**src/rtl/add_mul_mix_pkg.sv**
```systemverilog
// Shared types and widths for the add/multiply result accumulator.
package add_mul_mix_pkg;

  // Width of one upstream (a+b)*(c+d) product.
  localparam int RES_W = 8;

  // Width of the result counter (holds 0..16).
  localparam int CNT_W = 5;

  // Accumulator control states.
  typedef enum logic {
    ST_ACC  = 1'b0,
    ST_HOLD = 1'b1
  } state_e;

endpackage : add_mul_mix_pkg

```
**src/rtl/add_mul_mix_acc.sv**
```systemverilog
// Accumulates ACC_LEN upstream products into one output word with a
// valid/ready handshake on both sides. A flush emits a partial batch early.
//
// Build option: define ADD_MUL_MIX_ACC_SAT_EN to clip the sum at
// 2^OUT_W-1 and report out_sat; otherwise the sum wraps and out_sat stays 0.
//
// state   | meaning
// --------+-----------------------------------------------------------
// ST_ACC  | accepting products, cnt = 0..ACC_LEN-1, in_ready high
// ST_HOLD | output word presented, waiting for out_ready, inputs stalled
module add_mul_mix_acc
  import add_mul_mix_pkg::*;
#(
  parameter int ACC_LEN = 4,
  parameter int OUT_W   = 10
) (
  input  logic             clk,
  input  logic             rst,
  input  logic             in_valid,
  output logic             in_ready,
  input  logic [RES_W-1:0] in_result,
  input  logic             flush,
  output logic             out_valid,
  input  logic             out_ready,
  output logic [OUT_W-1:0] out_sum,
  output logic [CNT_W-1:0] out_cnt,
  output logic             out_sat
);

  localparam logic [CNT_W-1:0] ACC_LEN_C = CNT_W'(ACC_LEN);
  localparam logic [OUT_W:0]   ACC_MAX   = {1'b0, {OUT_W{1'b1}}};

  state_e           state_q, state_d;
  logic [OUT_W:0]   acc_q, acc_d;
  logic [CNT_W-1:0] cnt_q, cnt_d;
  logic             sat_q, sat_d;
  logic [OUT_W-1:0] out_sum_q, out_sum_d;
  logic [CNT_W-1:0] out_cnt_q, out_cnt_d;
  logic             out_sat_q, out_sat_d;

  logic             xfer;
  logic [OUT_W:0]   add_sum;
  logic [OUT_W:0]   acc_upd;
  logic             sat_upd;
  logic [OUT_W:0]   acc_nxt;
  logic [CNT_W-1:0] cnt_nxt;
  logic             sat_nxt;

  assign in_ready  = (state_q == ST_ACC);
  assign out_valid = (state_q == ST_HOLD);
  assign out_sum   = out_sum_q;
  assign out_cnt   = out_cnt_q;
  assign out_sat   = out_sat_q;

  assign xfer = in_valid & in_ready;

  // Add the zero-extended product; acc_q keeps its top bit clear so the
  // top bit of add_sum is the carry out of OUT_W.
  always_comb begin
    add_sum = acc_q + {{(OUT_W + 1 - RES_W){1'b0}}, in_result};
`ifdef ADD_MUL_MIX_ACC_SAT_EN
    sat_upd = sat_q | add_sum[OUT_W];
    acc_upd = sat_upd ? ACC_MAX : add_sum;
`else
    sat_upd = 1'b0;
    acc_upd = add_sum & ACC_MAX;
`endif
    acc_nxt = xfer ? acc_upd : acc_q;
    sat_nxt = xfer ? sat_upd : sat_q;
    cnt_nxt = xfer ? (cnt_q + CNT_W'(1)) : cnt_q;
  end

  // Next-state and register updates for both control states.
  always_comb begin
    state_d   = state_q;
    acc_d     = acc_q;
    cnt_d     = cnt_q;
    sat_d     = sat_q;
    out_sum_d = out_sum_q;
    out_cnt_d = out_cnt_q;
    out_sat_d = out_sat_q;
    case (state_q)
      ST_ACC: begin
        acc_d = acc_nxt;
        cnt_d = cnt_nxt;
        sat_d = sat_nxt;
        // A flush with nothing collected (and nothing arriving) is dropped.
        if ((xfer && (cnt_nxt == ACC_LEN_C)) ||
            (flush && (cnt_nxt != '0))) begin
          out_sum_d = acc_nxt[OUT_W-1:0];
          out_cnt_d = cnt_nxt;
          out_sat_d = sat_nxt;
          state_d   = ST_HOLD;
        end
      end
      ST_HOLD: begin
        if (out_ready) begin
          acc_d   = '0;
          cnt_d   = '0;
          sat_d   = 1'b0;
          state_d = ST_ACC;
        end
      end
      default: state_d = ST_ACC;
    endcase
  end

  // State and datapath registers, cleared asynchronously by rst.
  always_ff @(posedge clk or posedge rst) begin
    if (rst) begin
      state_q   <= ST_ACC;
      acc_q     <= '0;
      cnt_q     <= '0;
      sat_q     <= 1'b0;
      out_sum_q <= '0;
      out_cnt_q <= '0;
      out_sat_q <= 1'b0;
    end else begin
      state_q   <= state_d;
      acc_q     <= acc_d;
      cnt_q     <= cnt_d;
      sat_q     <= sat_d;
      out_sum_q <= out_sum_d;
      out_cnt_q <= out_cnt_d;
      out_sat_q <= out_sat_d;
    end
  end

endmodule : add_mul_mix_acc

```
**config.mk**
```make
export PLATFORM = sky130hd
export DESIGN_NAME = add_mul_mix_acc
export DESIGN_NICKNAME = d
export VERILOG_FILES = /design/src/rtl/add_mul_mix_pkg.sv /design/src/rtl/add_mul_mix_acc.sv
export SDC_FILE = /design/constraint.sdc
export NUM_CORES = 1
export LEC_CHECK = 0
export CAP_MARGIN = 15
export CORE_MARGIN = 1
export CORE_UTILIZATION = 66
export CTS_CLUSTER_DIAMETER = 80
export DETAILED_ROUTE_END_ITERATION = 10
export DONT_BUFFER_PORTS = 1
export GPL_ROUTABILITY_DRIVEN = 0
export PLACE_DENSITY = 0.82
export SLEW_MARGIN = 15
export SYNTH_ARGS = -nofsm -noshare
export SYNTH_HDL_FRONTEND = slang
export SYNTH_SLANG_ARGS = --single-unit
```
**constraint.sdc**
```tcl
create_clock -name clk -period 3.4 [get_ports clk]
set_input_delay 0.17 -clock clk [delete_from_list [all_inputs] [get_ports clk]]
set_output_delay 0.17 -clock clk [all_outputs]
set_load 0.02 [all_outputs]
```
==> results.cfg <==
[hold_path]
min_path_type = primary input to flip-flop

[logic_synthesis]
synth_edf_count = 0
ys.flop_type = dfrtp_1
synthesis.area_um2 = 2080
syn_inst = 211
ys_seq_elements = 33
yosysSeqAreaShare = 0.397
synth_nets = 234
syn_avg_cell_area_um2 = 9.86
async_reset_ff_frac = 1.00
yosys_warnings = 0
ys_types = 44

[floorplanning]
die_area_um2 = 3380
floorplan.initialDensity = 0.687
rows = 20
die_w_um = 58.1
core-area_um2 = 3030
num_io_pins = 31
die_y_um = 58.1

[worst_setup_path]
worstPathArrival_ns = 3.07
start_kind = flip-flop
cp_data_required_time_ns = 3.63
crit_type = flip-flop to flip-flop
worst_setup_path_end_kind = flip-flop
cp_max_fo = 20

[route]
drc = 0
vias = 1544
dr.pass1.iters = 4
via_per_inst = 6.03
wire_per_inst_um = 16.3
first_iter_violations = 106
postRouteAntennaNets = 0
drt-total-wl_um = 4170

[outcome]
outcome = finished, final reports clean

[layout]
layout_common_cells = dfrtp_1, nand2_1, o21ai_0, a21oi_1, mux2i_1
final_common_cell = dfrtp_1
final_area_um2 = 2190
fill_cells = 207
finalNetCount = 234
area_delta_synth_final_pct = 5.23
fin_util = 0.723
drive_gt1_frac = 0.175
antenna_cells = 0
final_cells = 256

[timing]
fin_ws_ns = 0.553
rsz0062_at_grt = no
drv_slew = 0
hold_viol = 0
hold_slack_ns = 0.0199
fin_setup_tns_ns = 0
fmax_mhz = 351
fin_crit_ns = 2.85
skew_ns = 0.00592
setup_viol = 0
maxSlewHeadroom = 0.456
worst_pin_slew_ns = 0.815
min_period_over_period = 0.837

[placed_design]
dpl.cell_count = 246
pre_cts_ws_ns = 0.603
place_area_um2 = 2080
io_buffer_count = 0
detailed_place_hpwl_um = 3020

[pwr]
internal_power_mw = 1.15
power_mw = 2.09
clkPwrFrac = 0.148
pwr-share-comb = 0.462
seqPwrFrac = 0.391
p_leak_nw = 0.963
swShare = 0.449
powerDensity_nw_per_um2 = 954
p_sw_uw = 938
irDropWorstVdd_mv = 0.502

[clocking]
cts_buffer_depth = 2
post_cts_buffers = 0
path_clk_slew_ns = 0.10
cts_sinks = 33
cts_made_buffers = 5
htree_levels = 2
cts_tree = done
worstSkewPairLatency_ns = 0.33
cts_resized = 0
cts_root_buf = clkbuf_4

[grt]
grt_max_degree = 22
first_global_vias = 1499
grt_first_pass_wirelength_um = 7060
antenna_found_initial = 0
overflow = 0
grt_usage = 0.281

[job]
max_cap_viol_count = 0
==> logic make-up after synthesis <==
family                   synth area share
AO/OA/AOI/OAI                       0.211
AND/OR/NAND/NOR                     0.147
multiplexers                       0.0800
adder cells (fa/ha/maj)            0.0638
buffers and inverters              0.0596
XOR/XNOR                           0.0421
flip-flops                          0.397
==> final timing paths <==
| kind | startpoint | slack [ns] | depth (start not counted) | endpoint |
|---|---|---|---|---|
| worst max-delay path | out_valid | 0.55 | 6 | out_sum[3] |
| worst min-delay path | out_ready | 0.02 | 2 | acc_q[5] |
| worst max register to register | out_valid | 0.55 | 6 | out_sum[3] |
| worst min register to register | sat_q | 0.52 | 1 | sat_q |
| max in group asynchronous | rst | 2.44 | 3 | out_sum[9] |
| min in group asynchronous | rst | 0.30 | 2 | out_sum[1] |
==> power groups by stage <==
stage | Combinational (mW) | Sequential, mW | Clock [mW]
detailed placement | 0.955 | 0.820 | 0
global route | 1.07 | 0.839 | 0.334
CTS | 0.965 | 0.813 | 0.317
floorplan | 0.873 | 0.742 | 0
finish | 0.964 | 0.816 | 0.308
global placement | 0.915 | 0.813 | 0
==> state kept, by name (all words and copies together), names as in the netlist <==
signal,flops
acc_q,10
cnt_q,5
out_cnt,5
out_sat,1
out_sum,10
out_valid,1
sat_q,1
==> layout make-up <==
class | instances | area, µm² | area share
multi-input cells | 157 | 1140 | 0.520
flip-flops and latches | 33 | 826 | 0.377
clock buffers | 7 | 55.1 | 0.0252
well taps | 44 | 55.1 | 0.0252
repair buffers | 4 | 47.5 | 0.0217
inverters | 10 | 37.5 | 0.0172
clock inverters | 1 | 30.0 | 0.0137
==> routing by layer <==
metal  GRT usage  vias to the layer above  routed length [µm]
met5           0                        -                   0
met4      0.0918                        0                  66
met3      0.0848                        8                 231
met2       0.447                       44                2030
met1       0.369                      750                1850
li1            -                      742                   -
==> cell usage after synthesis, types with 4 or more instances <==
library cell	n	area, µm²
nand2_2	9	56.3
mux2i_1	11	110
ha_1	9	113
nand3_1	5	25.0
clkbuf_1	4	15.0
o21ai_2	9	78.8
a21oi_1	14	70.1
inv_1	10	37.5
nor2_1	7	26.3
o21ai_0	15	75.1
dfrtp_1	33	826
nand2_1	22	82.6
xnor2_1	5	43.8
xor2_1	5	43.8
==> timing repair <==
action | CTS | global route
hold buffers | 2 | 0
endpoints found under the setup margin | 0 | 0
hold endpoints to repair | 16 | 0
==> worst max-delay path: stages (launching register included) <==
cell      delay, ns
dfrtp_1        0.70
nand2b_1       0.51
a211oi_2       0.27
nand3_1        0.15
a211oi_4       0.54
buf_12         0.25
mux2_4         0.31
No activity file was read; power rests on OpenSTA's default activity.
